File: src/rtl/fetch_unit.sv
// Decoupled instruction-fetch front end: sequential imem requests, prefetch FIFO,
// and redirect handling that flushes buffered entries and drops stale responses.
module fetch_unit #(
    parameter int ADDR_W   = 32,
    parameter int INSTR_W  = 32,
    parameter int DEPTH    = 4,
    parameter int MAX_OUT  = 4,
    parameter logic [ADDR_W-1:0] RESET_PC = '0
) (
    input  logic                     clk,
    input  logic                     rst_n,
    input  logic                     redirect_valid,
    input  logic [ADDR_W-1:0]        redirect_pc,
    output logic                     imem_req_valid,
    output logic [ADDR_W-1:0]        imem_req_addr,
    input  logic                     imem_req_ready,
    input  logic                     imem_rsp_valid,
    input  logic [INSTR_W-1:0]       imem_rsp_data,
    output logic                     out_valid,
    output logic [INSTR_W-1:0]       out_instr,
    output logic [ADDR_W-1:0]        out_pc,
    output logic [ADDR_W-1:0]        out_pc4,
    input  logic                     out_ready,
    output logic [$clog2(DEPTH):0]   occupancy
);

    localparam int PTR_W = $clog2(DEPTH);
    localparam int CNT_W = PTR_W + 1;
    localparam int IF_W  = $clog2(MAX_OUT + 1);
    localparam int SUM_W = ((CNT_W > IF_W) ? CNT_W : IF_W) + 1;

    logic [ADDR_W-1:0]  fetch_pc_q, fetch_pc_d;
    logic [ADDR_W-1:0]  resp_pc_q, resp_pc_d;
    logic [IF_W-1:0]    inflight_q, inflight_d;
    logic [IF_W-1:0]    drop_cnt_q, drop_cnt_d;
    logic [PTR_W-1:0]   rd_ptr_q, rd_ptr_d;
    logic [PTR_W-1:0]   wr_ptr_q, wr_ptr_d;
    logic [CNT_W-1:0]   count_q, count_d;
    logic [INSTR_W-1:0] instr_mem [DEPTH];
    logic [ADDR_W-1:0]  pc_mem [DEPTH];

    logic [SUM_W-1:0]   committed;
    logic               req_fire;
    logic               rsp_drop;
    logic               push;
    logic               pop;

    // Every transfer on either side happens on a rising edge where valid && ready;
    // a request is only raised when a FIFO slot is already reserved for its response.
    always_comb begin
        committed = SUM_W'(count_q) + SUM_W'(inflight_q - drop_cnt_q);
    end

    assign imem_req_valid = rst_n && !redirect_valid
                            && (inflight_q < IF_W'(MAX_OUT))
                            && (committed < SUM_W'(DEPTH));
    assign imem_req_addr  = fetch_pc_q;
    assign req_fire       = imem_req_valid && imem_req_ready;
    assign rsp_drop       = imem_rsp_valid && (drop_cnt_q != '0);
    assign push           = imem_rsp_valid && !rsp_drop && !redirect_valid;

    assign out_valid = (count_q != '0) && !redirect_valid;
    assign pop       = out_valid && out_ready;
    assign out_instr = instr_mem[rd_ptr_q];
    assign out_pc    = pc_mem[rd_ptr_q];
    assign out_pc4   = out_pc + ADDR_W'(4);
    assign occupancy = count_q;

    always_comb begin
        fetch_pc_d = fetch_pc_q;
        resp_pc_d  = resp_pc_q;
        inflight_d = inflight_q;
        drop_cnt_d = drop_cnt_q;
        rd_ptr_d   = rd_ptr_q;
        wr_ptr_d   = wr_ptr_q;
        count_d    = count_q;
        if (redirect_valid) begin
            // Everything still outstanding after this cycle is stale.
            fetch_pc_d = redirect_pc;
            resp_pc_d  = redirect_pc;
            inflight_d = inflight_q - IF_W'(imem_rsp_valid);
            drop_cnt_d = inflight_q - IF_W'(imem_rsp_valid);
            rd_ptr_d   = '0;
            wr_ptr_d   = '0;
            count_d    = '0;
        end else begin
            if (req_fire) begin
                fetch_pc_d = fetch_pc_q + ADDR_W'(4);
            end
            inflight_d = inflight_q + IF_W'(req_fire) - IF_W'(imem_rsp_valid);
            if (rsp_drop) begin
                drop_cnt_d = drop_cnt_q - 1'b1;
            end
            if (push) begin
                resp_pc_d = resp_pc_q + ADDR_W'(4);
                wr_ptr_d  = wr_ptr_q + 1'b1;
            end
            if (pop) begin
                rd_ptr_d = rd_ptr_q + 1'b1;
            end
            count_d = count_q + CNT_W'(push) - CNT_W'(pop);
        end
    end

    always_ff @(posedge clk or negedge rst_n) begin
        if (!rst_n) begin
            fetch_pc_q <= RESET_PC;
            resp_pc_q  <= RESET_PC;
            inflight_q <= '0;
            drop_cnt_q <= '0;
            rd_ptr_q   <= '0;
            wr_ptr_q   <= '0;
            count_q    <= '0;
        end else begin
            fetch_pc_q <= fetch_pc_d;
            resp_pc_q  <= resp_pc_d;
            inflight_q <= inflight_d;
            drop_cnt_q <= drop_cnt_d;
            rd_ptr_q   <= rd_ptr_d;
            wr_ptr_q   <= wr_ptr_d;
            count_q    <= count_d;
        end
    end

    always_ff @(posedge clk) begin
        if (push) begin
            instr_mem[wr_ptr_q] <= imem_rsp_data;
            pc_mem[wr_ptr_q]    <= resp_pc_q;
        end
    end

    a_no_overflow: assert property (@(posedge clk) disable iff (!rst_n)
        push |-> (count_q != CNT_W'(DEPTH)));
    a_drop_le_inflight: assert property (@(posedge clk) disable iff (!rst_n)
        drop_cnt_q <= inflight_q);
    a_rsp_has_request: assert property (@(posedge clk) disable iff (!rst_n)
        imem_rsp_valid |-> (inflight_q != '0));

endmodule

File: config.mk
export PLATFORM = sky130hd
export DESIGN_NAME = fetch_unit
export DESIGN_NICKNAME = d
export VERILOG_FILES = /design/src/rtl/fetch_unit.sv
export SDC_FILE = /design/constraint.sdc
export NUM_CORES = 1
export LEC_CHECK = 0
export BUFFER_PORTS_ARGS = -buffer_cell sky130_fd_sc_hd__buf_2
export CELL_PAD_IN_SITES_DETAIL_PLACEMENT = 1
export CELL_PAD_IN_SITES_GLOBAL_PLACEMENT = 2
export CORE_MARGIN = 2
export CORE_UTILIZATION = 30
export DETAILED_ROUTE_END_ITERATION = 8
export GPL_ROUTABILITY_DRIVEN = 1
export GPL_TIMING_DRIVEN = 0
export PLACE_DENSITY_LB_ADDON = 0.25
export SYNTH_ARGS = -nofsm -noshare
export SYNTH_HDL_FRONTEND = slang
export SYNTH_SLANG_ARGS = --single-unit
File: constraint.sdc
create_clock -name clk -period 4.5 [get_ports clk]
set_clock_uncertainty 0.05 [all_clocks]
set_input_delay 0.45 -clock clk [delete_from_list [all_inputs] [get_ports clk]]
set_output_delay 0.45 -clock clk [all_outputs]
set_load 0.005 [all_outputs]
### Word level (Yosys, flattened, before mapping)

Memories as Yosys holds them, arrays and structs flattened.
Cells that the tools add are included.

| word-level totals | value |
|---|---|
| bits in registers | 77 |
| bits in latches | 0 |
| RAM bits | 256 |
| memory bits (read-only) | 0 |
| bits of input ports | 70 |
| output and inout bits | 133 |
| logic and storage cells | 55 |
| memories | 2 |

| operators by class | value |
|---|---|
| add/sub/neg operators | 13 |
| multipliers | 0 |
| div/mod/pow operators | 0 |
| magnitude comparators | 2 |
| equal/unequal tests | 0 |
| shifts and indexed selects | 0 |
| muxes and demuxes | 14 |
| bitwise gates (word level) | 0 |
| reductions and logical operators | 17 |

Memory list:

| name | words | width | rd ports | clocked after memory_dff | write ports | RTL line | RTL |
|---|---|---|---|---|---|---|---|
| instr_mem | 4 | 32 | 1 | 0 | 1 | 39 | `logic [INSTR_W-1:0] instr_mem [DEPTH];` |
| pc_mem | 4 | 32 | 1 | 0 | 1 | 40 | `logic [ADDR_W-1:0] pc_mem [DEPTH];` |

Operators by type and width:

| cell | count |
|---|---|
| $mux W32 | 4 |
| $add A32 B3 Y32 const B | 3 |
| $mux W3 | 4 |
| $logic_and A1 B1 Y1 | 9 |
| $sub A3 B1 Y3 | 3 |
| $mux W2 | 4 |
| $reduce_bool A2 Y1 | 4 |
| $add A3 B1 Y3 | 2 |
| $reduce_bool A3 Y1 | 2 |
| $add A2 B1 Y2 const B | 2 |
| $add A3 B4 Y4 | 1 |
| $lt A4 B3 Y1 const B | 1 |
| $sub A3 B3 Y4 | 1 |
| $lt A3 B3 Y1 const B | 1 |
| $sub A3 B1 Y3 const B | 1 |
| $logic_not A1 Y1 | 2 |
| $mux W1 | 2 |

### Depth between registers and ports, before layout

Gate-level depths: netlist (run 1).

| depth | value |
|---|---|
| word-level depth | 8 |
| gate-level depth with buffers | 16 |
| gate-level depth less buffers | 16 |

### Least setup slack after synthesis (run 1)

OpenSTA, ideal clock, no wires.

| timing | value |
|---|---|
| path kind | register to register |
| from | register count_q[1] (netlist: occupancy[1]) |
| to | register inflight_q[2] |
| setup time | 0.079 ns |
| arrival time | 3.541 ns |
| data required time | 4.371 ns |
| setup slack | 0.830 ns |
| stages on the path, launching flop included | 17 |
| buffers on the path | 0 |
| cell sequence | dfrtp_1 > inv_1 > fa_1 > inv_1 > ha_1 > and3b_1 > nor4b_1 > o31a_1 > and2_1 > inv_1 > ha_1 > inv_1 > ha_1 > fa_1 > xor2_1 > o21ai_0 > xor2_1 |

| on the way | value |
|---|---|
| cells in the longest elaborated chain, start to end | 7 |

RTL lines:

| element | RTL line | RTL |
|---|---|---|
| from (decl) | 38 | `logic [CNT_W-1:0] count_q, count_d;` |
| from (signal assigned) | 121 | `count_q <= count_d;` |
| $add A3 B4 Y4 | 51 | `committed = SUM_W'(count_q) + SUM_W'(inflight_q - drop_cnt_q);` |
| $lt A4 B3 Y1 | 56 | `&& (committed < SUM_W'(DEPTH));` |
| $logic_and A1 B1 Y1 | 56 |  |
| $logic_and A1 B1 Y1 | 58 | `assign req_fire = imem_req_valid && imem_req_ready;` |
| $add A3 B1 Y3 | 90 | `inflight_d = inflight_q + IF_W'(req_fire) - IF_W'(imem_rsp_valid);` |
| $sub A3 B1 Y3 | 90 |  |
| $mux W3 | 77 | `if (redirect_valid) begin` |
| via inflight_d[2] | 34 | `logic [IF_W-1:0] inflight_q, inflight_d;` |
| to (signal assigned) | 117 | `inflight_q <= inflight_d;` |
| to (decl) | 34 |  |

The timed path passes the listed nets, and every way through them passes these cells.
A chain may end at the register's enable or synchronous reset.

### Worst setup path in the final report (run 1)

| timing | value |
|---|---|
| from | register count_q[1] (netlist: occupancy[1]) |
| to | output imem_req_valid |

| on the way | value |
|---|---|
| cells in the longest elaborated chain, start to end | 3 |

RTL lines:

| element | RTL line | RTL |
|---|---|---|
| $add A3 B4 Y4 | 51 |  |
| $lt A4 B3 Y1 | 56 |  |
| $logic_and A1 B1 Y1 | 56 |  |
| to (decl) | 14 | `output logic imem_req_valid,` |

Every way passes these cells.

==> out/results.tsv, run 1 <==
metric	value	unit
ys_ff_latch	333	
synth_edf_count	256	
synth_nets	1008	
cp_max_fo	10	
p_per_area	512	nW/µm²
r2r-end	inflight_q[2]	
grt_max_degree	54	
antenna_found_initial	0	
synth_cells	916	
path_delay_family	buffers and inverters	
overflow	0	
hold_depth	1	
netlist_area	14500	µm²
vias_per_cell	5.00	
hold_path.class	input port to flop	
whs_endpoint	instr_mem[0][18]	
cap_violations	0	
die_h	224	µm
crit_buf_inv	5	
criticalPathCategory	flop to output pin	
syn_to_final_growth	22.0	%
avgSynthCellArea	15.8	µm²
async_flop_share	23.1	%
synthFlopType	edfxtp_1	
cp.required	4.00	ns
worst_slew_pin_slew	0.791	ns
core_area	47600	µm²
finalMaxSlewViolations	0	
routed_wl	39500	µm
nets	1255	
root_buffer	clkbuf_16	
final_common_cell	edfxtp_1	
crit_arrival	3.69	ns
die_width	224	µm
layout-drive-gt1-share	29.3	%
track_usage	16.1	%
finalPower	9030	µW
wire_per_inst	21.8	µm
r2r-start	occupancy[1]	
relSlewSlack	46.9	%
crit_cells	11	
cts_tree	done	
worstHoldStart	imem_rsp_data[18]	
clock_latency	0.54	ns
yosysWarnings	0	
grt_pass1_wl	60700	µm
dieArea	50000	µm²
ff2ff_setup_slack	0.48	ns
cts_setup_buffers	0	
clockBufferDepth	3	
outcome	finished clean	
cp_cell_sequence	inv_1, fa_1, inv_1, ha_1, and3b_1, o21a_1, o31ai_2, clkbuf_2, buf_2, nor4b_2, buf_2	
final_antenna_net_count	0	
place_congestion	0.786	
vias	9037	
leakagePower	0.00624	µW
antenna_cells	0	
dp_hpwl	27400	µm
seq_area_frac_synth	66.5	%
cts_sinks	333	
drcViolationCount	0	
slowest_delay	0.56	ns
cts_max_level	2	
period_needed	4.19	ns
start_kind	flop	
start_util	30.3	%
hold_viol_final	0	
post-route-period-util	93.1	%
ir_drop	293	µV
drtIter0Drc	473	
row_count	80	
r2r_cells	16	
crit_slowest_cell	fa_1	
layout_common_cells	edfxtp_1 (256), buf_2 (207), dfrtp_1 (77)	
setup_violations	0	
cp-end-kind	output pin	
fillers	4997	
grt_setup_unrepaired	false	
ios	203	
clk_pin_slew	0.06	ns
ys_types	49	
fmax	239	MHz
cts_buffers	38	
grt_pass1_vias	9623	
firstDrtPassIters	7	
final_util	37.0	%
io_buffers	201	
[state kept, by name, indices dropped and copies added (netlist names)]
register       flops
inflight_q         3
rd_ptr_q           2
pc_mem           128
resp_pc_q         32
occupancy          3
wr_ptr_q           2
imem_req_addr     32
instr_mem        128
drop_cnt_q         3
[layout make-up]
| cell class | instances | area [µm²] | area share [%] |
|---|---|---|---|
| Buffer | 44 | 234 | 1.33 |
| Clock buffer | 47 | 1010 | 5.70 |
| Clock inverter | 22 | 209 | 1.18 |
| Inverter | 32 | 120 | 0.681 |
| Multi-Input combinational cell | 507 | 4540 | 25.7 |
| Sequential cell | 333 | 9610 | 54.5 |
| Tap cell | 615 | 769 | 4.36 |
| Timing Repair Buffer | 207 | 1160 | 6.55 |
[per-layer routing]
metal | wire, µm | track usage [%] | vias to the layer above
met1 | 18500 | 22.7 | 4675
met2 | 18400 | 25.8 | 208
met4 | 823 | 3.87 | 0
li1 | - | - | 4099
met3 | 1770 | 2.91 | 55
met5 | 0 | 0 | -
[worst max-delay path by stage]
stage | from | end | slack, ns
2_1_floorplan | occupancy[1] | inflight_q[2] | 0.83
3_3_place_gp | redirect_valid | instr_mem[0][9] | -0.45
3_5_place_dp | occupancy[1] | inflight_q[2] | 0.40
4_1_cts | occupancy[1] | imem_req_valid | 0.10
5_1_grt | occupancy[1] | imem_req_valid | 0.11
6_report | occupancy[1] | imem_req_valid | 0.31
[cell usage after synthesis, types with 8 or more instances]
| cell | instances | area share, % |
|---|---|---|
| edfxtp_1 | 256 | 53 |
| dfrtp_1 | 77 | 13 |
| mux4_2 | 60 | 9.3 |
| nor2_1 | 45 | 1.2 |
| nand2_1 | 41 | 1.1 |
| a311oi_1 | 36 | 2.2 |
| inv_1 | 32 | 0.83 |
| xnor2_1 | 32 | 1.9 |
| nand3_1 | 28 | 0.97 |
| and3_1 | 25 | 1.1 |
| clkbuf_1 | 24 | 0.62 |
| o21ai_0 | 22 | 0.76 |
| xor2_1 | 21 | 1.3 |
| nand4_1 | 19 | 0.82 |
| ha_1 | 18 | 1.6 |
| nor2b_1 | 18 | 0.78 |
| a21oi_1 | 16 | 0.55 |
| a31oi_1 | 16 | 0.69 |
| and2_1 | 12 | 0.52 |
| or3_1 | 12 | 0.52 |
| o31a_1 | 10 | 0.61 |
| nor3_1 | 8 | 0.28 |
[stage by stage]
step	instance area (µm²)	std cells	hold slack, ns	TNS [ns]	worst slack (ns)
3_5_place_dp	16400	1737	0.404	0	0.404
2_1_floorplan	14500	916	0.104	0	0.830
3_3_place_gp	16200	1732	0.446	-105.98	-0.451
5_1_grt	17600	1807	0.0453	0	0.106
6_report	17600	1807	0.0772	0	0.309
4_1_cts	17600	1807	0.0338	0	0.101
[timing repair]
action,CTS,global route
gates cloned,0,0
hold endpoints to repair,33,0
hold buffers,1,0
gates resized for setup,3,3
setup endpoints to repair,1,1
[cells by family (layout without fill, tap and decap cells)]
group | Yosys count | after routing | synth area share, %
buffers and inverters | 76 | 352 | 2.44
adders and majority gates | 22 | 22 | 2.11
muxes | 67 | 67 | 10.3
DFF | 333 | 333 | 66.5
xor gates and xnor gates | 53 | 53 | 3.21
and+or+nand+nor | 249 | 249 | 9.77
AOI/OAI and AO/OA | 116 | 116 | 5.67
[power by group]
group,internal (µW),total (µW),switching [µW]
Sequential,3500,3680,174
Combinational,993,2300,1300
Clock,1820,3060,1240
Power figures use the tool's default switching activity.
==> inputs of run 2 (changes only) <==
--- a/config.mk
+++ b/config.mk
@@ -8,7 +8,6 @@
 export BUFFER_PORTS_ARGS = -buffer_cell sky130_fd_sc_hd__buf_2
 export CELL_PAD_IN_SITES_DETAIL_PLACEMENT = 1
 export CELL_PAD_IN_SITES_GLOBAL_PLACEMENT = 2
-export CORE_MARGIN = 2
 export CORE_UTILIZATION = 30
 export DETAILED_ROUTE_END_ITERATION = 8
 export GPL_ROUTABILITY_DRIVEN = 1
==> out/results.tsv, run 2 (synthesis results as in run 1) <==
metric	value	unit
final_common_cell	edfxtp_1	
antenna_cells	0	
path_delay_family	buffers and inverters	
finalMaxSlewViolations	0	
routed_wl	39000	µm
crit_slowest_cell	fa_1	
hold_viol_final	0	
p_per_area	506	nW/µm²
hold_path.class	input port to flop	
cts_setup_buffers	0	
cap_violations	0	
io_buffers	201	
cp_max_fo	10	
design_area	17600	µm²
leakagePower	0.00622	µW
ios	203	
cp.required	4.00	ns
firstDrtPassIters	4	
clockBufferDepth	3	
cts_tree	done	
start_util	30.3	%
criticalPathCategory	flop to output pin	
die_width	222	µm
outcome	finished clean	
ir_drop	185	µV
clk_pin_slew	0.06	ns
period_needed	4.14	ns
dp_hpwl	27200	µm
clock_latency	0.55	ns
cp-end-kind	output pin	
layoutNonFillerInstCount	1808	
slowest_delay	0.56	ns
start_kind	flop	
place_congestion	0.788	
post-route-period-util	92.0	%
core_area	47600	µm²
cts_max_level	2	
layout-drive-gt1-share	29.7	%
dieArea	49100	µm²
grt_pass1_wl	60300	µm
cts_buffers	39	
overflow	0	
vias	9052	
grt_setup_unrepaired	false	
layout_common_cells	edfxtp_1 (256), buf_2 (207), dfrtp_1 (77)	
whs	0.0708	ns
crit_arrival	3.64	ns
place_area	16400	µm²
finalPower	8910	µW
drtIter0Drc	454	
fmax	241	MHz
syn_to_final_growth	21.8	%
die_h	222	µm
antenna_found_initial	0	
biggestRegsByFlops	instr_mem (128), pc_mem (128)	
nets	1256	
vias_per_cell	5.01	
crit_buf_inv	5	
grt_max_degree	52	
setup_violations	0	
track_usage	16.1	%
grt_pass1_vias	9578	
cp_cell_sequence	inv_1, fa_1, inv_1, ha_1, and3b_1, o41ai_2, o31ai_2, clkbuf_2, buf_2, nor4b_1, buf_2	
fin_tns_setup	0	ns
placedCellCount	1737	
cts_sinks	333	
root_buffer	clkbuf_16	
row_count	80	
wire_per_inst	21.6	µm
relSlewSlack	40.7	%
worst_slew_pin_slew	0.885	ns
final_antenna_net_count	0	
drcViolationCount	0	
-- run 2: cell types whose count changed in the layout (fill, tap and decap cells not counted), sizes merged --
cell      delta
bufinv       -3
clkbuf       +2
clkinvlp     +1
inv          +1
-- run 2: final cells by class --
class | count | area (µm²)
clock buffer | 49 | 1030
inverter | 32 | 120
clock inverter | 21 | 153
tap | 615 | 769
multi-input combinational | 507 | 4530
sequential | 333 | 9610
fill | 4969 | 30000
buffer | 44 | 234
timing repair buffer | 207 | 1160
-- run 2: final timing paths --
| kind | start | to | slack, ns | cells after the start |
|---|---|---|---|---|
| hold / removal | imem_rsp_data[5] | instr_mem[0][5] | 0.07 | 1 |
| setup / recovery | occupancy[1] | imem_req_valid | 0.36 | 11 |
| hold reg to reg | resp_pc_q[1] | pc_mem[1][1] | 0.48 | 0 |
| setup reg to reg | occupancy[1] | inflight_q[2] | 0.47 | 16 |
| min in group asynchronous | rst_n | imem_req_addr[22] | 0.33 | 2 |
| max in group asynchronous | rst_n | occupancy[1] | 3.39 | 3 |
-- run 2: per-stage QoR --
step	utilization, %	setup WS [ns]
floorplan	-	0.830
global placement	34.1	-0.442
detailed placement	34.4	0.436
CTS	36.9	0.0383
global route	37.0	0.122
finish	37.0	0.358
-- run 2: what timing repair did --
item	in CTS	in global routing
endpoints found under the hold margin	28	0
hold buffers	1	0
endpoints found under the setup margin	1	1
gates resized for setup	1	4
-- run 2: per-layer routing --
metal / track usage, % / routed length, µm / part of all wire (%) / up-vias
met1: 23.0 / 18800 / 48 / 4656
met3: 2.93 / 1550 / 4.0 / 68
met5: 0 / 0 / 0 / -
li1: - / - / - / 4112
met4: 4.39 / 908 / 2.3 / 0
met2: 25.4 / 17800 / 46 / 216
-- run 2: report_power, final --
part / internal, µW / switching (µW) / leakage [µW] / total [µW]
logic: 991 / 1280 / 0.00245 / 2270
clock network: 1700 / 1260 / 0.000582 / 2960
registers: 3500 / 174 / 0.00319 / 3680
